### src/rtl/serial_frame_pkg.sv
// Shared definitions for the serial frame receiver and the matching transmitter.
package serial_frame_pkg;

    localparam int BW_DATA_DEF = 8;

    // Bit-level line constants
    localparam logic START_BIT = 1'b0;
    localparam logic STOP_BIT  = 1'b1;
    localparam logic IDLE_BIT  = 1'b1;

    typedef enum logic [2:0] {
        ST_IDLE    = 3'd0,
        ST_DATA    = 3'd1,
        ST_PARITY  = 3'd2,
        ST_STOP    = 3'd3,
        ST_WAIT_HI = 3'd4
    } rx_state_t;

    // Error status travelling with a received word
    typedef struct packed {
        logic par_err;
        logic frm_err;
    } rx_flags_t;

endpackage

### src/rtl/serial_frame_rx_hold_reg.sv
// Holding register between the frame decoder and the consumer.
// A completed frame loads when the register is empty or drains on the same
// edge; otherwise the new word is dropped and overrun pulses for one cycle.
module rx_hold_reg
    import serial_frame_pkg::*;
#(
    parameter int BW_DATA = BW_DATA_DEF
) (
    input  logic               i_Clk,
    input  logic               i_Rst,
    input  logic               i_Load,
    input  logic [BW_DATA-1:0] i_Data,
    input  rx_flags_t          i_Flags,
    input  logic               i_Ready,
    output logic [BW_DATA-1:0] o_Data,
    output logic               o_Valid,
    output rx_flags_t          o_Flags,
    output logic               o_Overrun
);

    logic accept;
    assign accept = !o_Valid || i_Ready;

    // Load / drain / overrun handling
    always_ff @(posedge i_Clk or posedge i_Rst) begin
        if (i_Rst) begin
            o_Data    <= '0;
            o_Valid   <= 1'b0;
            o_Flags   <= '0;
            o_Overrun <= 1'b0;
        end else begin
            o_Overrun <= 1'b0;
            if (i_Load) begin
                if (accept) begin
                    o_Data  <= i_Data;
                    o_Flags <= i_Flags;
                    o_Valid <= 1'b1;
                end else begin
                    o_Overrun <= 1'b1;
                end
            end else if (o_Valid && i_Ready) begin
                o_Valid <= 1'b0;
            end
        end
    end

endmodule

### src/rtl/serial_frame_rx.sv
// Framed serial receiver: start bit, BW_DATA bits MSB first, optional even
// parity, stop bit. Words are handed to rx_hold_reg with their error flags.
module serial_frame_rx
    import serial_frame_pkg::*;
#(
    parameter int BW_DATA   = BW_DATA_DEF,
    parameter int BW_CNT    = 8,
    parameter int PARITY_EN = 1
) (
    input  logic               i_Clk,
    input  logic               i_Rst,
    input  logic               i_BitEn,
    input  logic               i_Sin,
    input  logic               i_Ready,
    output logic [BW_DATA-1:0] o_Data,
    output logic               o_Valid,
    output logic               o_ParErr,
    output logic               o_FrmErr,
    output logic               o_Overrun,
    output logic               o_Busy,
    output logic [BW_CNT-1:0]  o_ErrCnt
);

    localparam int CNT_W = $clog2(BW_DATA + 1);

    rx_state_t          state;
    logic [CNT_W-1:0]   bit_cnt;
    logic [BW_DATA-1:0] shreg;
    logic               par_acc;
    logic               par_err_q;

    logic               done;
    rx_flags_t          done_flags;
    rx_flags_t          hold_flags;
    logic [1:0]         err_inc;
    logic [BW_CNT:0]    err_sum;
    logic [BW_CNT-1:0]  err_cnt;

    // The frame completes on the stop sample regardless of its value
    assign done               = i_BitEn && (state == ST_STOP);
    assign done_flags.par_err = (PARITY_EN != 0) && par_err_q;
    assign done_flags.frm_err = (i_Sin != STOP_BIT);

    // Frame decoder: advances only on strobed samples
    always_ff @(posedge i_Clk or posedge i_Rst) begin
        if (i_Rst) begin
            state     <= ST_IDLE;
            bit_cnt   <= '0;
            shreg     <= '0;
            par_acc   <= 1'b0;
            par_err_q <= 1'b0;
        end else if (i_BitEn) begin
            case (state)
                ST_IDLE: begin
                    if (i_Sin == START_BIT) begin
                        state     <= ST_DATA;
                        bit_cnt   <= '0;
                        par_acc   <= 1'b0;
                        par_err_q <= 1'b0;
                    end
                end
                ST_DATA: begin
                    shreg   <= {shreg[BW_DATA-2:0], i_Sin};
                    par_acc <= par_acc ^ i_Sin;
                    bit_cnt <= bit_cnt + 1'b1;
                    if (bit_cnt == CNT_W'(BW_DATA - 1))
                        state <= (PARITY_EN != 0) ? ST_PARITY : ST_STOP;
                end
                ST_PARITY: begin
                    par_err_q <= par_acc ^ i_Sin;
                    state     <= ST_STOP;
                end
                ST_STOP: begin
                    state <= (i_Sin == STOP_BIT) ? ST_IDLE : ST_WAIT_HI;
                end
                ST_WAIT_HI: begin
                    // A held-low line must not be decoded as a string of frames
                    if (i_Sin == IDLE_BIT)
                        state <= ST_IDLE;
                end
                default: state <= ST_IDLE;
            endcase
        end
    end

    assign err_inc = 2'(done_flags.par_err) + 2'(done_flags.frm_err);
    assign err_sum = {1'b0, err_cnt} + {{(BW_CNT-1){1'b0}}, err_inc};

    // Saturating error counter; dropped words still count
    always_ff @(posedge i_Clk or posedge i_Rst) begin
        if (i_Rst)
            err_cnt <= '0;
        else if (done)
            err_cnt <= err_sum[BW_CNT] ? {BW_CNT{1'b1}} : err_sum[BW_CNT-1:0];
    end

    rx_hold_reg #(
        .BW_DATA (BW_DATA)
    ) u_hold (
        .i_Clk     (i_Clk),
        .i_Rst     (i_Rst),
        .i_Load    (done),
        .i_Data    (shreg),
        .i_Flags   (done_flags),
        .i_Ready   (i_Ready),
        .o_Data    (o_Data),
        .o_Valid   (o_Valid),
        .o_Flags   (hold_flags),
        .o_Overrun (o_Overrun)
    );

    assign o_ParErr = hold_flags.par_err;
    assign o_FrmErr = hold_flags.frm_err;
    assign o_Busy   = (state != ST_IDLE);
    assign o_ErrCnt = err_cnt;

endmodule

### config.mk
export PLATFORM = sky130hd
export DESIGN_NAME = serial_frame_rx
export DESIGN_NICKNAME = d
export VERILOG_FILES = /design/src/rtl/serial_frame_pkg.sv /design/src/rtl/serial_frame_rx_hold_reg.sv /design/src/rtl/serial_frame_rx.sv
export SDC_FILE = /design/constraint.sdc
export NUM_CORES = 1
export LEC_CHECK = 0
export CORE_MARGIN = 3
export CORE_UTILIZATION = 40
export CTS_CLUSTER_SIZE = 8
export DETAILED_ROUTE_END_ITERATION = 12
export DONT_BUFFER_PORTS = 1
export GPL_ROUTABILITY_DRIVEN = 0
export MAX_ROUTING_LAYER = met4
export SYNTH_ARGS = -nofsm -noshare
export SYNTH_HDL_FRONTEND = slang
export SYNTH_SLANG_ARGS = --single-unit
### constraint.sdc
create_clock -name i_Clk -period 1.8 [get_ports i_Clk]
set_clock_uncertainty 0.05 [all_clocks]
set_input_delay 0.36 -clock i_Clk [delete_from_list [all_inputs] [get_ports i_Clk]]
set_output_delay 0.36 -clock i_Clk [all_outputs]
set_load 0.1 [all_outputs]
# Word-level counts from Yosys, hierarchy flattened
# Index checks and enable logic that the tools add are counted.
# word_totals
elab_cells,56
ff_bits,37
out_inout_bits,21
inputBits,5
# op_classes
bitwise,2
eq_ne,9
reduce_logical,15
addsub,3
mux,16
# op_table
op,n
3-bit one-hot mux with 5 select lines,1
3-bit 2-to-1 mux,4
8-bit by 2-bit adder with 9-bit output,1
8-bit 2-to-1 mux,1
4-bit one-hot mux with 2 select lines,1
3-bit by 2-bit equality test with 1-bit output (second input constant),2
1-bit 2-to-1 mux,6
2-bit inequality test (second input constant),3
2-bit AND reduction,3
3-bit AND reduction,2
2-bit nonzero test,3
4-bit by 1-bit adder with 4-bit output (second input constant),1
4-bit by 3-bit equality test with 1-bit output (second input constant),1
4-bit 2-to-1 mux,1
1-bit one-hot mux with 2 select lines,2
4-bit AND reduction,1
3-bit by 1-bit equality test with 1-bit output (second input constant),1
3-bit equality test (second input constant),1
3-bit zero test,1
3-bit nonzero test,1
1-bit by 1-bit adder with 2-bit output,1
1-bit logical AND,2
2-bit by 1-bit inequality test with 1-bit output (second input constant),1
1-bit zero test,1
other kinds (3),3

# Longest topological paths before layout
# Gate-level depths: netlist (run 1).
# logic_depth
ltp_word,4
ltp_mapped,7
depth_no_buf,7

# By module
# From an unflattened synthesis (run 1), not the netlist that was laid out.
# unflattened
cells_unflattened,153
area_unflattened_um2,1742.9
# modules_own_cells
mod,area_per_inst_um2,seq_area_each_um2,n_inst,cells_per_inst
serial_frame_rx,1252.5,625.6,1,125
rx_hold_reg,490.5,300.3,1,28

# Worst setup path before layout (run 1)
# No wires, ideal clock.
# synth_timing
kind,flip-flop to flip-flop
from,"register err_cnt[0], in the netlist o_ErrCnt[0]"
to,"register err_cnt[0], in the netlist o_ErrCnt[0]"
required_time_ns,1.670
path_buffers,0
slack_ns,-0.777
setup_ns,0.080
period_less_slack_ns,2.577
path_stages_with_launch,8
arrival_time_ns,2.446
cell_sequence,dfrtp_1 > inv_1 > fa_1 > inv_1 > ha_1 > nand2_1 > or4_4 > o211ai_2
# synth_between
elab_chain_len,2
# synth_lines
element,line_no,source
start: declaration,serial_frame_rx.sv:37,logic [BW_CNT-1:0] err_cnt;
start signal: assignment,serial_frame_rx.sv:94,err_cnt <= err_sum[BW_CNT] ? {BW_CNT{1'b1}} : err_sum[BW_CNT-1:0];
8-bit by 2-bit adder with 9-bit output,serial_frame_rx.sv:87,"assign err_sum = {1'b0, err_cnt} + {{(BW_CNT-1){1'b0}}, err_inc};"
8-bit 2-to-1 mux,serial_frame_rx.sv:94,
# No other way between the ends.
# A chain may end at the register's enable or synchronous reset.

# Final worst setup path (run 1)
# layout_timing
from,register state[2]
to,output port o_Busy
# layout_between
elab_chain_len,1
# layout_lines
element,line_no,source
start: declaration,serial_frame_rx.sv:26,rx_state_t state;
start signal: assignment,serial_frame_rx.sv:67,state <= (PARITY_EN != 0) ? ST_PARITY : ST_STOP;
start signal: assignment,serial_frame_rx.sv:74,state <= (i_Sin == STOP_BIT) ? ST_IDLE : ST_WAIT_HI;
3-bit nonzero test,serial_frame_rx.sv:114,assign o_Busy = (state != ST_IDLE);
end: declaration,serial_frame_rx.sv:20,"output logic o_Busy,"
# No other way between the ends.

==> impl_metrics.toml, run 1 <==
[floorplanning]
fp-row-count = 23
dieWidth_um = 71.9
initial_utilization_pct = 42.5
pin_count = 26
die_h_um = 71.9
core_area_mm2 = 0.00409
die_area_mm2 = 0.00517

[setup_path]
end_kind = "primary output"
crit_fanout = 6
r2r-end = "o_ErrCnt[0]"
worstPathCellList = "buf_4 -> or3_2 -> buf_12"
cp.required_ns = 1.39
critical_path_class = "reg -> out"
slowest_stage = "or3_2"
ff2ff_path_depth = 7
rrSetupSlack_ns = -0.05
reg2reg_from = "o_ErrCnt[0]"
cp_slowest_stage_delay_ns = 0.44
cp_data_arrival_time_ns = 1.45
startpoint_type = "flop"

[clock_tree]
clock_path_buffers = 2
cts_sinks = 37
path_clk_slew_ns = 0.07
cts_tree = "built"
insertion_delay_ns = 0.29
cts_made_buffers = 5
h-tree-depth = 2
cts-root-buf = "clkbuf_8"

[cells_and_area]
layout_common_cells = "dfrtp_1 (32), buf_4 (24), mux2_4 (10), nand2_1 (10)"
area_growth_pct = 21.4
fin_util_pct = 51.6
antenna_cells = 0
final_area_mm2 = 0.00211
fin_nets = 176
seq_area_um2 = 935
final_common_cell = "dfrtp_1"
drive_gt1_share_pct = 39.1
multi_input_area_um2 = 763
fill_cells = 370
final_cells = 219

[global_routing]
top_usage_layer = "met2"
met1_usage_pct = 19.9
grt.met3_usage_pct = 6.09
antenna_found_initial = 0
met2_usage_pct = 21.5
grt_pass1_vias = 1225
grt_max_degree = 38
grt_pass1_wl_mm = 5.91
track_usage_pct = 15.6
grt_overflow = 0

[routing]
drc = 0
first_iter_violations = 67
postRouteWirelength_mm = 3.41
vias = 1175
via_per_inst = 5.37
first_pass_iters = 4
ant_nets = 0
wl_per_cell_um = 15.6

[placement]
dp.cells = 206
port_buffers = 0
placed_area_mm2 = 0.00196
dp_hpwl_mm = 2.40

[synthesis]
yosysWarningCount = 0
synth-seq-cells = 37
synth_largest_area_cell = "dfrtp_1"
synth_top_area_share_pct = 53.3
avgSynthCellArea_um2 = 12.3
synth_top_flop_cell = "dfrtp_1"
async_reset_ff_share_pct = 100
synth-edff-count = 0
ys_types = 42
synth.area.top_cells = "dfrtp_1 (53%), mux2_4 (8.6%), mux2_2 (3.9%)"
netlist_area_mm2 = 0.00174
syn_inst = 141
synth_fp_nets = 149
ys_seq_area_share_pct = 53.3

[pwr]
power.density_mw_per_mm2 = 1750
vdd_drop_max_v = 0.00105
p_leak_nw = 0.992

[sta]
rsz0062_at_grt = "yes"
worst_slack_ns = -0.0581
setup_violations = 5
fin_crit_sh_pct = 103
fmax_mhz = 538
tightest_slew_ns = 0.936
period_minus_slack_ns = 1.86
finalHoldViolCount = 0
slew_viol_final = 0
max_slew_margin_pct = 37.6

[hold_path]
min_path_type = "in -> async"

[status]
status = "finished, violations left"
violations = "negative setup slack"

[run]
max_cap_viol_count = 0
[report_power, final]
part / switching [W] / total [W] / leakage, nW / internal [W]
clock: 0.000279 / 0.000591 / 0.0455 / 0.000312
combinational: 0.000601 / 0.00114 / 0.472 / 0.000536
sequential: 0.000864 / 0.00196 / 0.475 / 0.00110
total: 0.00174 / 0.00369 / 0.992 / 0.00195
[cells in the mapped netlist, drive strengths merged, types with 2 or more instances]
cell,count
a2111oi,2
a21oi,4
a22o,2
buf,4
clkbuf,2
dfrtp,37
ha,2
inv,10
mux2,19
mux2i,2
nand2,11
nand2b,2
nand3,5
nor2,4
nor3,4
o21ai,8
o31ai,2
or3,2
or4,2
[sequential cells by signal, indices dropped and copies added (netlist names), 2 cells and up]
signal,flops
u_hold.o_Data,8
o_ErrCnt,8
bit_cnt,4
shreg,8
state,3
u_hold.o_Flags,2
[layout make-up]
| cell class | count | area share, % |
|---|---|---|
| Clock buffer | 8 | 4.27 |
| Tap cell | 50 | 2.97 |
| Timing Repair Buffer | 26 | 10.4 |
| Inverter | 10 | 1.78 |
| Sequential cell | 37 | 44.3 |
| Multi-Input combinational cell | 88 | 36.2 |
[kinds of logic after synthesis]
family / share of synthesized area, %
DFF: 53.3
xor gates and xnor gates: 0.504
buffers and inverters: 4.54
muxes: 15.6
AOI/OAI and AO/OA: 9.37
adders and majority gates: 2.59
and+or+nand+nor: 14.0
[through the flow]
| step | TNS [ns] | total power, W | hold WS [ns] | setup WS [ns] |
|---|---|---|---|---|
| finish | -0.221 | 0.00369 | 0.0107 | -0.0581 |
| global route | -0.649 | 0.00390 | 0.0429 | -0.104 |
| CTS | -0.459 | 0.00372 | 0.0148 | -0.0840 |
| detailed placement | -0.324 | 0.00309 | 0.345 | -0.0802 |
| global placement | -0.122 | 0.00304 | 0.334 | -0.0443 |
| floorplan | -1.69 | 0.00273 | 0.415 | -0.321 |
[worst max-delay path by stage]
stage,startpoint,end,slack [ns],depth (start not counted)
floorplan,o_ErrCnt[0],o_ErrCnt[0],-0.32,7
finish,state[2],o_Busy,-0.06,3
detailed placement,o_ErrCnt[0],o_ErrCnt[0],-0.08,7
CTS,o_ErrCnt[0],o_ErrCnt[0],-0.08,7
global route,o_ErrCnt[0],o_ErrCnt[0],-0.10,7
global placement,o_ErrCnt[0],o_ErrCnt[0],-0.04,7
[per-layer routing]
metal  share of wire [%]  up-vias
met2                  46       32
met5                   0        -
met4                 2.1        0
met1                  45      577
met3                 6.8        8
li1                    -      558
[worst max-delay path: cells and delay by family (launching register included)]
kind          cells  cell delay [ns]
buf+inv           2             0.33
flops             1             0.38
simple gates      1             0.44
[repair_timing]
| item | in CTS | in global routing |
|---|---|---|
| endpoints found under the setup margin | 6 | 8 |
| resized for setup | 4 | 2 |
| hold buffers | 0 | 0 |
| setup buffers | 4 | 1 |
| pin swaps | 4 | 2 |
No activity file was read; power rests on OpenSTA's default activity.
==> run 2: changes to the inputs <==
--- a/config.mk
+++ b/config.mk
@@ -11,7 +11,6 @@
 export DETAILED_ROUTE_END_ITERATION = 12
 export DONT_BUFFER_PORTS = 1
 export GPL_ROUTABILITY_DRIVEN = 0
-export MAX_ROUTING_LAYER = met4
 export SYNTH_ARGS = -nofsm -noshare
 export SYNTH_HDL_FRONTEND = slang
 export SYNTH_SLANG_ARGS = --single-unit
==> impl_metrics.toml, run 2 (synthesis results as in run 1) <==
[status]
status = "finished, violations left"
violations = "negative setup slack"

[sta]
tightest_slew_ns = 0.934
period_minus_slack_ns = 1.86
worst_slack_ns = -0.0551
max_slew_margin_pct = 37.7
slew_viol_final = 0
fin_crit_sh_pct = 103
whs_ns = 0.00784
rsz0062_at_grt = "yes"
setup_violations = 5
fmax_mhz = 539
finalHoldViolCount = 0

[setup_path]
crit_fanout = 6
r2r-end = "o_ErrCnt[0]"
critical_path_class = "reg -> out"
end_kind = "primary output"
startpoint_type = "flop"
reg2reg_from = "o_ErrCnt[0]"
cp_data_arrival_time_ns = 1.45
critPathTopFamily = "simple AND/OR/NAND/NOR gates"
path_buf_inv = 2
rrSetupSlack_ns = -0.04
worstPathCellList = "buf_4 -> or3_2 -> buf_12"
cp_slowest_stage_delay_ns = 0.44
cp.required_ns = 1.39
ff2ff_path_depth = 7
slowest_stage = "or3_2"

[clock_tree]
postCtsHoldBufs = 0
clock_path_buffers = 2
cts_sinks = 37
cts_tree = "built"
cts_made_buffers = 5
h-tree-depth = 2
cts-root-buf = "clkbuf_8"
path_clk_slew_ns = 0.07
insertion_delay_ns = 0.29

[cells_and_area]
area_growth_pct = 21.4
fin_nets = 176
layout_common_cells = "dfrtp_1 (32), buf_4 (24), mux2_4 (10), nand2_1 (10)"
fin_util_pct = 51.6
final_area_mm2 = 0.00211
fill_cells = 370
drive_gt1_share_pct = 39.1
final_common_cell = "dfrtp_1"
antenna_cells = 0

[global_routing]
grt_pass1_wl_mm = 5.92
grt_max_degree = 38
track_usage_pct = 15.2
grt_pass1_vias = 1219
antenna_found_initial = 0
grt_overflow = 0

[placement]
placed_area_mm2 = 0.00196
port_buffers = 0
dp_hpwl_mm = 2.40

[floorplanning]
die_h_um = 71.9
fp-row-count = 23
dieWidth_um = 71.9
pin_count = 26
core_area_mm2 = 0.00409
die_area_mm2 = 0.00517
initial_utilization_pct = 42.5

[pwr]
power.density_mw_per_mm2 = 1750
p_leak_nw = 0.992
power_w = 0.00369
vdd_drop_max_v = 0.00105

[hold_path]
min_path_type = "in -> async"

[routing]
postRouteWirelength_mm = 3.37
met1Wirelength_mm = 1.54
vias = 1166
wl_met3_um = 206
top_layer = "met4"
drc = 0
ant_nets = 0
first_iter_violations = 61
wl_per_cell_um = 15.4
via_per_inst = 5.32
dr_wl_met2_mm = 1.53
first_pass_iters = 4

[run]
max_cap_viol_count = 0
## run 2: cell counts in the layout (fill, tap and decap cells not counted)
No cell type changed its count.
## run 2: layout make-up
type | instances | area [um^2] | area share, %
Tap cell | 50 | 62.6 | 2.97
Inverter | 10 | 37.5 | 1.78
Timing Repair Buffer | 26 | 220 | 10.4
Sequential cell | 37 | 935 | 44.3
Clock buffer | 8 | 90.1 | 4.27
Multi-Input combinational cell | 88 | 763 | 36.2
## run 2: worst register-to-register path: stages (launching register included)
cell and delay (ns):
dfrtp_4 0.42, inv_2 0.04, fa_2 0.36, inv_2 0.07, ha_4 0.14, nand2_4 0.05
or4_4 0.55, o211ai_2 0.08
## run 2: report_power, final
group / total [W] / switching (W) / internal (W)
combinational: 0.00113 / 0.000599 / 0.000535
sequential: 0.00196 / 0.000863 / 0.00110
clock: 0.000590 / 0.000278 / 0.000312
## run 2: how the worst max path moves through the flow
| stage | start | to | cells past startpoint |
|---|---|---|---|
| 4_1_cts | o_ErrCnt[0] | o_ErrCnt[0] | 7 |
| 3_3_place_gp | o_ErrCnt[0] | o_ErrCnt[0] | 7 |
| 2_1_floorplan | o_ErrCnt[0] | o_ErrCnt[0] | 7 |
| 5_1_grt | o_ErrCnt[0] | o_ErrCnt[0] | 7 |
| 6_report | state[2] | o_Busy | 3 |
| 3_5_place_dp | o_ErrCnt[0] | o_ErrCnt[0] | 7 |
## run 2: per-layer routing
layer	track usage, %	vias to the layer above
met5	0	-
met4	7.93	0
met3	6.09	10
met1	19.9	571
met2	21.5	27
li1	-	558
## run 2: stage by stage
step,instances,setup TNS [ns],setup slack (ns)
6_report,219,-0.208,-0.0551
5_1_grt,219,-0.649,-0.104
4_1_cts,218,-0.459,-0.0840
3_5_place_dp,206,-0.324,-0.0802
3_3_place_gp,206,-0.122,-0.0443
2_1_floorplan,141,-1.69,-0.321
## run 2: repair_timing
| item | in CTS | in global routing |
|---|---|---|
| gates resized for setup | 4 | 2 |
| pin swaps | 4 | 2 |
| setup endpoints to repair | 6 | 8 |
| setup buffers | 4 | 1 |
==> run 3: changes to the inputs <==
--- a/config.mk
+++ b/config.mk
@@ -5,8 +5,10 @@
 export SDC_FILE = /design/constraint.sdc
 export NUM_CORES = 1
 export LEC_CHECK = 0
+export CAP_MARGIN = 20
 export CORE_MARGIN = 3
 export CORE_UTILIZATION = 40
+export CTS_BUF_LIST = sky130_fd_sc_hd__clkbuf_8
 export CTS_CLUSTER_SIZE = 8
 export DETAILED_ROUTE_END_ITERATION = 12
 export DONT_BUFFER_PORTS = 1
==> impl_metrics.toml, run 3 (synthesis results as in run 1) <==
[setup_path]
path_buf_inv = 2
end_kind = "primary output"
rrSetupSlack_ns = -0.04
slowest_stage = "or3_2"
cp_slowest_stage_delay_ns = 0.44
critPathTopFamily = "simple AND/OR/NAND/NOR gates"
ff2ff_path_depth = 7
cp.required_ns = 1.39
startpoint_type = "flop"
worstPathCellList = "buf_4 -> or3_2 -> buf_12"
cp_data_arrival_time_ns = 1.44
critical_path_class = "reg -> out"
crit_fanout = 6
cp.depth = 3

[pwr]
p_leak_nw = 1.00
power.density_mw_per_mm2 = 1740
power_w = 0.00367
vdd_drop_max_v = 0.00104

[routing]
drc = 0
ant_nets = 0
wl_per_cell_um = 15.4
first_iter_violations = 67
via_per_inst = 5.36
first_pass_iters = 4
vias = 1174
postRouteWirelength_mm = 3.37

[global_routing]
grt_pass1_wl_mm = 5.91
grt_max_degree = 38
grt_pass1_vias = 1223
grt_overflow = 0
antenna_found_initial = 0
track_usage_pct = 15.1

[floorplanning]
die_area_mm2 = 0.00517
pin_count = 26
dieWidth_um = 71.9
fp-row-count = 23
die_h_um = 71.9
core_area_mm2 = 0.00409
initial_utilization_pct = 42.5

[placement]
dp_hpwl_mm = 2.40
placed_area_mm2 = 0.00196
dp.cells = 206
port_buffers = 0

[clock_tree]
cts_made_buffers = 5
cts_tree = "built"
postCtsHoldBufs = 0
clock_path_buffers = 2
path_clk_slew_ns = 0.07
cts_sinks = 37
cts-root-buf = "clkbuf_8"
insertion_delay_ns = 0.29
h-tree-depth = 2

[cells_and_area]
final_area_mm2 = 0.00211
fin_nets = 176
drive_gt1_share_pct = 39.1
final_cells = 219
final_common_cell = "dfrtp_1"
layout_common_cells = "dfrtp_1 (32), buf_4 (24), mux2_4 (10), inv_1 (10), nand2_1 (10)"
area_growth_pct = 21.4
fin_util_pct = 51.6
antenna_cells = 0

[sta]
tightest_slew_ns = 0.934
setup_violations = 5
finalHoldViolCount = 0
fin_crit_sh_pct = 103
slew_viol_final = 0
period_minus_slack_ns = 1.85
max_slew_margin_pct = 37.7
rsz0062_at_grt = "yes"
worst_slack_ns = -0.0542
fmax_mhz = 539

[run]
max_cap_viol_count = 0

[status]
violations = "negative setup slack"
status = "finished, violations left"

[hold_path]
min_path_type = "in -> async"
-- run 3: cell types whose count changed in the layout (fill, tap and decap cells not counted) --
cell | previous run | this run
inv_1 | 8 | 10
clkbuf_1 | 2 | 0
-- run 3: stage by stage --
stage | worst slack (ns) | TNS (ns) | hold slack [ns]
detailed placement | -0.0802 | -0.324 | 0.345
floorplan | -0.321 | -1.69 | 0.415
CTS | -0.0840 | -0.452 | 0.0145
finish | -0.0542 | -0.209 | 0.00907
global route | -0.104 | -0.647 | 0.0444
global placement | -0.0443 | -0.122 | 0.334
-- run 3: layout make-up --
cell class / instances / area, um^2
clock inverters: 2 / 7.51
inverters: 10 / 37.5
multi-input cells: 88 / 763
fillers: 373 / 1980
repair buffers: 26 / 220
well taps: 50 / 62.6
clock buffers: 6 / 82.6
flip-flops and latches: 37 / 935
-- run 3: layer usage --
layer  track usage [%]  vias up  wire (um)
li1                  -      558          -
met1              19.8      574       1530
met2              21.5       32       1530
met3              6.09       10        223
met4              7.93        0         89
met5                 0        -          0
-- run 3: worst register-to-register path, cell delays in order, from the launching register on --
cell	delay, ns
dfrtp_4	0.42
inv_2	0.04
fa_2	0.36
inv_2	0.07
ha_4	0.14
nand2_4	0.05
or4_4	0.55
o211ai_2	0.08
-- run 3: worst paths after layout --
| path | startpoint | to |
|---|---|---|
| min in group i_Clk | i_Sin | state[2] |
| min reg2reg | par_acc | par_acc |
| max reg2reg | o_ErrCnt[0] | o_ErrCnt[0] |
| min | i_Rst | u_hold.o_Data[1] |
| max in group asynchronous | i_Rst | o_ErrCnt[0] |
| max | state[2] | o_Busy |
-- run 3: timing repair --
item / 4_1_cts / 5_1_grt
pin swaps: 4 / 2
endpoints found under the setup margin: 6 / 9
resized for setup: 4 / 2
setup buffers: 5 / 0
-- run 3: power breakdown --
group	internal (W)	switching [W]	total, W
registers	0.00110	0.000862	0.00196
clock network	0.000300	0.000277	0.000577
logic	0.000535	0.000602	0.00114
total	0.00193	0.00174	0.00367
